$ cat config.mk
export PLATFORM = sky130hd
export DESIGN_NAME = branch_predictor_flat
export DESIGN_NICKNAME = d
export VERILOG_FILES = /design/src/rtl/branch_predictor_pkg.sv /design/src/rtl/branch_predictor_if.sv /design/src/rtl/branch_predictor_sat_counter2.sv /design/src/rtl/branch_predictor.sv /design/src/flat_wrapper.sv
export SDC_FILE = /design/constraint.sdc
export NUM_CORES = 2
export LEC_CHECK = 0
export ABC_AREA = 1
export CAP_MARGIN = 15
export CORE_MARGIN = 1
export CORE_UTILIZATION = 67
export CTS_BUF_LIST = sky130_fd_sc_hd__clkbuf_8 sky130_fd_sc_hd__clkbuf_16
export DETAILED_ROUTE_END_ITERATION = 12
export PLACE_DENSITY_LB_ADDON = 0.1
export SLEW_MARGIN = 40
export SYNTH_ARGS = -nofsm -noshare
export SYNTH_HDL_FRONTEND = slang
export SYNTH_SLANG_ARGS = --single-unit
$ cat constraint.sdc
create_clock -name clk -period 106.8 [get_ports clk]
set_input_delay 26.7 -clock clk [delete_from_list [all_inputs] [get_ports clk]]
set_output_delay 26.7 -clock clk [all_outputs]
set_load 0.01 [all_outputs]
$ cat src/rtl/branch_predictor_pkg.sv
// branch_pred_pkg: definitions shared by the branch predictor and its
// counter sub-module.
//   ctr_t       2-bit saturating branch-direction counter
//   CTR_*       counter states, strong-not-taken .. strong-taken
//   CTR_RESET   counter value every entry holds after reset
//   CTR_ALLOC   counter value a newly allocated entry starts with
package branch_pred_pkg;

  typedef logic [1:0] ctr_t;

  localparam ctr_t CTR_SNT = 2'b00;
  localparam ctr_t CTR_WNT = 2'b01;
  localparam ctr_t CTR_WT  = 2'b10;
  localparam ctr_t CTR_ST  = 2'b11;

  localparam ctr_t CTR_RESET = CTR_WNT;
  localparam ctr_t CTR_ALLOC = CTR_WT;

endpackage

$ cat src/rtl/branch_predictor_if.sv
// branch_predictor_if: groups the fetch-side lookup signals and the
// EX-side update signals of the branch predictor.
//   pc             fetch PC to predict for
//   branch_taken   prediction: take the branch at pc
//   branch_target  predicted next PC
//   predict_hit    pc hit a valid BTB entry
//   update_valid   a conditional branch resolved this cycle
//   update_pc      PC of the resolved branch
//   update_taken   actual outcome
//   update_target  actual target
// master: the fetch/EX side driving lookups and updates.
// slave:  the predictor.
interface branch_predictor_if;

  logic [31:0] pc;
  logic        branch_taken;
  logic [31:0] branch_target;
  logic        predict_hit;
  logic        update_valid;
  logic [31:0] update_pc;
  logic        update_taken;
  logic [31:0] update_target;

  modport master (
    output pc,
    output update_valid,
    output update_pc,
    output update_taken,
    output update_target,
    input  branch_taken,
    input  branch_target,
    input  predict_hit
  );

  modport slave (
    input  pc,
    input  update_valid,
    input  update_pc,
    input  update_taken,
    input  update_target,
    output branch_taken,
    output branch_target,
    output predict_hit
  );

endinterface

$ cat src/rtl/branch_predictor_sat_counter2.sv
// sat_counter2: next-state logic of a 2-bit saturating direction counter.
//   ctr       current counter value
//   taken     resolved branch outcome
//   ctr_next  counter moved one step toward taken (increment) or
//             not-taken (decrement), holding at 11 and 00
module sat_counter2
  import branch_pred_pkg::*;
(
  input  ctr_t ctr,
  input  logic taken,
  output ctr_t ctr_next
);

  function automatic ctr_t sat_step(input ctr_t c, input logic up);
    ctr_t r;
    r = c;
    if (up) begin
      if (c != CTR_ST) r = c + 2'd1;
    end else begin
      if (c != CTR_SNT) r = c - 2'd1;
    end
    return r;
  endfunction

  assign ctr_next = sat_step(ctr, taken);

endmodule

$ cat src/rtl/branch_predictor.sv
// branch_predictor: fetch-stage dynamic branch predictor. A direct-mapped
// BTB of ENTRIES entries (valid, tag, target, 2-bit counter) is looked up
// combinationally with the fetch PC; resolved branches write back through
// the update port on the rising clock edge.
//   clk    clock; all state updates on its rising edge
//   reset  asynchronous active-high reset; clears every entry
//   bp     branch_predictor_if slave: lookup (pc -> branch_taken,
//          branch_target, predict_hit) and update (update_*) signals
module branch_predictor
  import branch_pred_pkg::*;
#(
  parameter  int ENTRIES = 16,
  localparam int IDX_W   = $clog2(ENTRIES)
) (
  input logic               clk,
  input logic               reset,
  branch_predictor_if.slave bp
);

  localparam int TAG_W = 30 - IDX_W;

  // Flop storage: reset must clear every entry and the read is combinational.
  logic [ENTRIES-1:0] valid_q;
  logic [TAG_W-1:0]   tag_q    [ENTRIES];
  logic [31:0]        target_q [ENTRIES];
  ctr_t               ctr_q    [ENTRIES];

  logic [IDX_W-1:0] rd_idx;
  logic [TAG_W-1:0] rd_tag;
  logic             rd_hit;
  logic             rd_taken;

  logic [IDX_W-1:0] wr_idx;
  logic [TAG_W-1:0] wr_tag;
  logic             wr_hit;
  ctr_t             ctr_upd;

  // Byte offset within the instruction word plays no part in the lookup.
  logic unused_pc_bits;
  assign unused_pc_bits = ^{bp.pc[1:0], bp.update_pc[1:0]};

  // Lookup: index decode, tag compare, target mux.
  assign rd_idx   = bp.pc[IDX_W+1:2];
  assign rd_tag   = bp.pc[31:IDX_W+2];
  assign rd_hit   = valid_q[rd_idx] && (tag_q[rd_idx] == rd_tag);
  assign rd_taken = rd_hit && ctr_q[rd_idx][1];

  assign bp.predict_hit   = rd_hit;
  assign bp.branch_taken  = rd_taken;
  assign bp.branch_target = rd_taken ? target_q[rd_idx] : (bp.pc + 32'd4);

  // Update side: the entry addressed by update_pc.
  assign wr_idx = bp.update_pc[IDX_W+1:2];
  assign wr_tag = bp.update_pc[31:IDX_W+2];
  assign wr_hit = valid_q[wr_idx] && (tag_q[wr_idx] == wr_tag);

  sat_counter2 u_sat_counter2 (
    .ctr      (ctr_q[wr_idx]),
    .taken    (bp.update_taken),
    .ctr_next (ctr_upd)
  );

  // Reads see the pre-update contents in the update cycle; no bypass.
  always_ff @(posedge clk or posedge reset) begin
    if (reset) begin
      valid_q <= '0;
      for (int i = 0; i < ENTRIES; i++) begin
        tag_q[i]    <= '0;
        target_q[i] <= '0;
        ctr_q[i]    <= CTR_RESET;
      end
    end else if (bp.update_valid) begin
      if (wr_hit) begin
        ctr_q[wr_idx] <= ctr_upd;
        if (bp.update_taken) target_q[wr_idx] <= bp.update_target;
      end else if (bp.update_taken) begin
        // Allocate, overwriting whatever occupied this index.
        valid_q[wr_idx]  <= 1'b1;
        tag_q[wr_idx]    <= wr_tag;
        target_q[wr_idx] <= bp.update_target;
        ctr_q[wr_idx]    <= CTR_ALLOC;
      end
    end
  end

endmodule

$ cat src/flat_wrapper.sv
// flat-port wrapper written by rule: the top's interface ports become plain ports
module branch_predictor_flat import branch_pred_pkg::*;
#(
  parameter  int ENTRIES = 16,
  localparam int IDX_W   = $clog2(ENTRIES)
)
  (clk, reset, bp_pc, bp_update_valid, bp_update_pc, bp_update_taken, bp_update_target, bp_branch_taken, bp_branch_target, bp_predict_hit);
  branch_predictor_if bp_i ();
  input logic clk;
  input logic reset;
  input wire logic [$bits(bp_i.pc)-1:0] bp_pc;
  input wire logic [$bits(bp_i.update_valid)-1:0] bp_update_valid;
  input wire logic [$bits(bp_i.update_pc)-1:0] bp_update_pc;
  input wire logic [$bits(bp_i.update_taken)-1:0] bp_update_taken;
  input wire logic [$bits(bp_i.update_target)-1:0] bp_update_target;
  output wire logic [$bits(bp_i.branch_taken)-1:0] bp_branch_taken;
  output wire logic [$bits(bp_i.branch_target)-1:0] bp_branch_target;
  output wire logic [$bits(bp_i.predict_hit)-1:0] bp_predict_hit;
  assign bp_i.pc = bp_pc;
  assign bp_i.update_valid = bp_update_valid;
  assign bp_i.update_pc = bp_update_pc;
  assign bp_i.update_taken = bp_update_taken;
  assign bp_i.update_target = bp_update_target;
  assign bp_branch_taken = bp_i.branch_taken;
  assign bp_branch_target = bp_i.branch_target;
  assign bp_predict_hit = bp_i.predict_hit;
  branch_predictor #(.ENTRIES(ENTRIES)) u_core (.clk(clk), .reset(reset), .bp(bp_i));
endmodule
* After elaboration in Yosys (flattened, before gate mapping)
Cells that the tools add are included.
** Word-level totals
- Bits in registers :: 976
- Input port bits :: 100
- Output and inout port bits :: 34
- Word-level logic and storage cells :: 114
** Cells by class
- $add $sub $neg :: 3
- $lt $le $gt $ge :: 6
- Equal/unequal tests :: 3
- Mux-type cells :: 36
- Bitwise logic cells :: 7
- Reductions and logical operators :: 10
** Operators with widths (count)
- 512-bit bitwise mux :: 1
- 416-bit bitwise mux :: 1
- 26-bit binary-select mux with 4-bit select :: 2
- 32-bit two-way mux :: 6
- 26-bit two-way mux :: 5
- 32-bit binary-select mux with 4-bit select :: 1
- 32-bit demux with 4-bit select :: 1
- 26-bit demux with 4-bit select :: 1
- 26-bit equality test :: 2
- 32-bit by 3-bit adder with 32-bit output, second input constant :: 1
- 32-bit bitwise mux :: 1
- 16-bit OR :: 2
- 16-bit AND :: 1
- 2-bit binary-select mux with 4-bit select :: 2
- 2-bit two-way mux :: 8
- 16-bit NOT :: 1
- 5-bit >= comparator, second input constant :: 2
- 4-bit by 5-bit less-than comparator with 1-bit output, second input constant :: 2
- 4-bit NOT with 5-bit output :: 2
- 1-bit binary-select mux with 4-bit select :: 2
- 2-bit demux with 4-bit select :: 1
- 1-bit logical AND :: 5
- 5-bit by 1-bit less-than comparator with 1-bit output, second input constant :: 1
- 1-bit demux with 4-bit select :: 1
- 9 further kinds :: 13

* Logic depth before layout (Yosys ltp)
- Depth after elaboration :: 9
- Mapped depth :: 24
- Mapped depth without buffers :: 20

* Hierarchy
From an unflattened synthesis, not the netlist that was laid out.
** Second synthesis, totals
- Cells, all modules :: 6774
- Area total of the unflattened synthesis :: 50295.7 µm²
** Modules (own cells, without submodules)
- branch_predictor :: times used 1, cells an instance 6768, area an instance 50270.7 µm², sequential area each 24443.4 µm²
- sat_counter2 :: times used 1, cells an instance 6, area an instance 25.0 µm², sequential area each 0.0 µm²

* Worst setup path after synthesis
No wires, ideal clock.
- Path kind :: input -> output
- Start point :: input bp_pc[3]
- End point :: output bp_branch_target[0]
- Arrival :: 28.825 ns
- Data required time :: 80.100 ns
- Setup slack :: 51.275 ns
- Stages :: 19
- Buffers on the path :: 5
- Cells stage by stage :: buf_2 > inv_1 > buf_4 > buf_4 > a21oi_1 > o21ai_0 > nand3_1 > nand3_1 > nand3_1 > nand2_1 > inv_1 > nand2_1 > nor2_1 > nand3_1 > nor2_4 > nand2_1 > buf_2 > buf_2 > o21ai_1
** On the way
- Word-level cells in the longest chain between the ends :: 8
** Ends and longest elaborated chain
- start: declaration :: RTL line flat_wrapper.sv:11 : input wire logic [$bits(bp_i.pc)-1:0] bp_pc;
- 4-bit NOT with 5-bit output (implied by the code) :: RTL line branch_predictor.sv:45 : assign rd_hit = valid_q[rd_idx] && (tag_q[rd_idx] == rd_tag);
- 26-bit binary-select mux with 4-bit select :: RTL line branch_predictor.sv:45
- 26-bit two-way mux (implied by the code) (2 in series) :: RTL line branch_predictor.sv:45
- 26-bit equality test :: RTL line branch_predictor.sv:45
- 1-bit logical AND * :: RTL line branch_predictor.sv:45
- net bp_predict_hit :: RTL line flat_wrapper.sv:18 : output wire logic [$bits(bp_i.predict_hit)-1:0] bp_predict_hit;
- 1-bit logical AND * :: RTL line branch_predictor.sv:46 : assign rd_taken = rd_hit && ctr_q[rd_idx][1];
- 32-bit two-way mux * :: RTL line branch_predictor.sv:50 : assign bp.branch_target = rd_taken ? target_q[rd_idx] : (bp.pc + 32'd4);
- end: declaration :: RTL line flat_wrapper.sv:17 : output wire logic [$bits(bp_i.branch_target)-1:0] bp_branch_target;
The timed path passes the listed nets; every way through them passes the cells marked *. The select of a mux whose other input is x is not followed.

* Worst setup path after layout
- Start point :: input bp_pc[5]
- End point :: output bp_branch_target[24]
** On the way
- Word-level cells in the longest chain between the ends :: 8
** Ends and longest elaborated chain (RTL line)
- 4-bit NOT with 5-bit output (implied by the code) :: branch_predictor.sv:45, branch_predictor.sv:46, branch_predictor.sv:50
- 26-bit binary-select mux with 4-bit select :: branch_predictor.sv:45
- 26-bit two-way mux (implied by the code) (2 in series) :: branch_predictor.sv:45
- 26-bit equality test :: branch_predictor.sv:45
- 1-bit logical AND :: branch_predictor.sv:45
- 1-bit logical AND :: branch_predictor.sv:46
- 32-bit two-way mux * :: branch_predictor.sv:50
Every way passes the cells marked *; elsewhere a longest branch is shown, timed or not. The select of a mux whose other input is x is not followed.

==> flow_summary.json <==
{
  "status": "finished, final reports clean",
  "critPathSlowestCell": "clkdlybuf4s50_1",
  "grt_overflow": 0,
  "period_minus_slack_ps": 59200,
  "avgSynthCellArea_um2": 7.44,
  "fin_crit_sh": 0.554,
  "nFillCells": 5812,
  "hold_viol_final": 0,
  "hold_class": "reg -> reg",
  "nets": 6653,
  "ant_nets": 0,
  "vdd_drop_max_uv": 16.5,
  "core_region_area_um2": 74400,
  "critPathCapture": "bp_branch_target[24]",
  "rsz0062_at_grt": "no",
  "rows": 100,
  "rr_worst_depth": 17,
  "cts_setup_buffers": 0,
  "synth_top_area_frac": 0.477,
  "grtUsageTotal": 0.436,
  "die_w_um": 276,
  "cts.path.max_buffers": 3,
  "dieArea_um2": 76200,
  "p_leak_nw": 26.3,
  "cts-resized-gates": 0,
  "grt_max_degree": 181,
  "startpoint_type": "input port",
  "cp.arrival_ps": 32500,
  "drt_iter0_drc": 6822,
  "ff2ff_setup_slack_ps": 102990,
  "antenna_found_initial": 21,
  "synth-seq-cells": 976,
  "clock_insertion_delay_worst_skew_ps": 680,
  "crit_start": "bp_pc[5]",
  "regArea_um2": 24400,
  "clk_pin_slew_ps": 60,
  "avgViaCountPerCell": 6.32,
  "r2r_start": "u_core.tag_q[157]",
  "tightestPinTransition_ps": 983,
  "cts.sinks": 976,
  "drc": 0,
  "critical_path_class": "in -> out",
  "finalClockSkew_ps": 19.5,
  "crit_family": "buffers and inverters",
  "fmax_mhz": 16.9,
  "ys_seq_area_frac": 0.486,
  "crit_fanout": 57,
  "hold_path_depth": 2,
  "worstReg2RegEnd": "u_core.tag_q[190]",
  "crit_top_cell": "nand2_1",
  "multi_input_area_um2": 22400,
  "synth_cells": 6768,
  "syn_area_um2": 50300,
  "finalWirelength_mm": 166,
  "p_per_area_nw_per_um2": 18.6,
  "initial_core_util": 0.676,
  "timing.slew.headroom": 0.345,
  "area_growth_pct": 9.17,
  "synthTopCellsByArea": "dfrtp_1 48%, nand2_1 17%, o21ai_0 14%",
  "synth_cell_type_count": 42,
  "slowest_delay_ps": 910,
  "setup_viol": 0,
  "p_total_mw": 1.02,
  "tns_ps": 0,
  "wire_per_inst_um": 21.7,
  "grt_pass1_wl_mm": 258,
  "syn_nets": 6869,
  "endpoint_kind": "primary output",
  "tritoncts": "yes",
  "path_depth": 18,
  "pin_count": 134,
  "slew_violations": 0,
  "yosysWarnings": 0,
  "h-tree-depth": 3,
  "first_global_vias": 45523,
  "cts-root-buf": "clkbuf_16",
  "postCtsHoldBufs": 0,
  "hpwl_mm": 91.8,
  "critPathRequiredTime_ps": 80100,
  "yosysTopAreaCell": "dfrtp_1",
  "drive_above_1_share": 0.0479,
  "num_vias": 48155,
  "cts_buffers": 101,
  "crit_chain": "clkdlybuf4s50_1 -> inv_2 -> nor2_4 -> buf_4 -> buf_4 -> nand2_1 -> nand2_1 -> inv_1 -> nand2_1 -> nand2_1 -> nand2_1 -> nand2_1 -> nor2_1 -> nand3_1 -> nor2_4 -> nand2_4 -> o21ai_0 -> clkdlybuf4s50_1",
  "first_pass_iters": 9,
  "routabilityCongestion": 0.993,
  "die_h_um": 276,
  "path_buf_inv": 6,
  "maxCapViolCount": 0,
  "portBuffers": 131
}
## cell usage after synthesis, drive strengths merged
cell,count
dfstp,16
nand3b,2
ha,1
nand3,162
clkbuf,317
a22oi,17
o211ai,94
a21oi,157
o211a,8
o21ai,1512
a221oi,19
a31oi,8
nor4,3
o221ai,25
a32o,14
dfrtp,960
xor2,27
nor3,17
o2111ai,16
inv,332
a221o,2
o21a,9
o22ai,55
clkinv,1
o21bai,1
nor2,512
nand2,2264
nand4,9
buf,208
## sequential cells by signal, indices dropped and copies added, names as in the netlist
| signal | flops |
|---|---|
| u_core.ctr_q | 32 |
| u_core.tag_q | 416 |
| u_core.target_q | 512 |
| u_core.valid_q | 16 |
## layout by cell type, fill, tap and decap left out, types with 94 or more instances in the layout
cell / count
inv_1: 343
clkbuf_16: 102
clkdlybuf4s50_1: 126
nand2_1: 2245
a21oi_1: 157
nand3_1: 148
o21ai_0: 1446
nor2_1: 501
o211ai_1: 94
dfrtp_1: 960
## final cells by class
cell class / count / area share
diodes: 13 / 0.000592
clock buffers: 132 / 0.0540
clock inverters: 52 / 0.00938
inverters: 333 / 0.0233
multi-input cells: 4934 / 0.407
flip-flops and latches: 976 / 0.445
well taps: 969 / 0.0221
repair buffers: 206 / 0.0388
## worst min path at each step
| stage | from | end | slack, ps |
|---|---|---|---|
| floorplan | u_core.valid_q[14] | u_core.valid_q[14] | 430 |
| global placement | u_core.valid_q[10] | u_core.valid_q[10] | 450 |
| detailed placement | u_core.valid_q[2] | u_core.valid_q[2] | 450 |
| CTS | u_core.ctr_q[6] | u_core.ctr_q[6] | 460 |
| global route | u_core.ctr_q[10] | u_core.ctr_q[10] | 480 |
| finish | u_core.ctr_q[6] | u_core.ctr_q[6] | 470 |
## per-stage QoR
stage,cell area [um^2],instances,setup WS (ps),hold WS [ps],util
after floorplan,50300,6768,51270,434,-
after global placement,51200,7410,47600,447,0.687
after detailed placement,51300,7413,47870,451,0.689
after CTS,54800,7597,47870,463,0.736
after global routing,54900,7610,47760,482,0.738
final,54900,7615,47600,465,0.738
## per-layer routing
metal  up-vias  global-route usage  part of all wire
met2      3059               0.659              0.43
met4        14               0.268             0.066
met1     22670               0.570              0.37
li1      21769                   -                 -
met5         -                   0           0.00047
met3       643               0.109              0.13
## power breakdown
part / leakage, nW / switching [mW] / internal (mW)
Clock: 1.81 / 0.151 / 0.214
Sequential: 12.4 / 0.0408 / 0.438
Combinational: 12.1 / 0.114 / 0.0635
## worst min-delay path: stages, from the launching register on
cell	delay [ps]
dfstp_2	370
nand2_1	50
nand2_1	40
## kinds of logic after synthesis
logic type      share of synthesized area
buf+inv                            0.0720
fa+ha+maj                        0.000249
simple gates                        0.230
compound gates                      0.207
xor+xnor                          0.00470
flops                               0.486
Power figures use the tool's default switching activity.
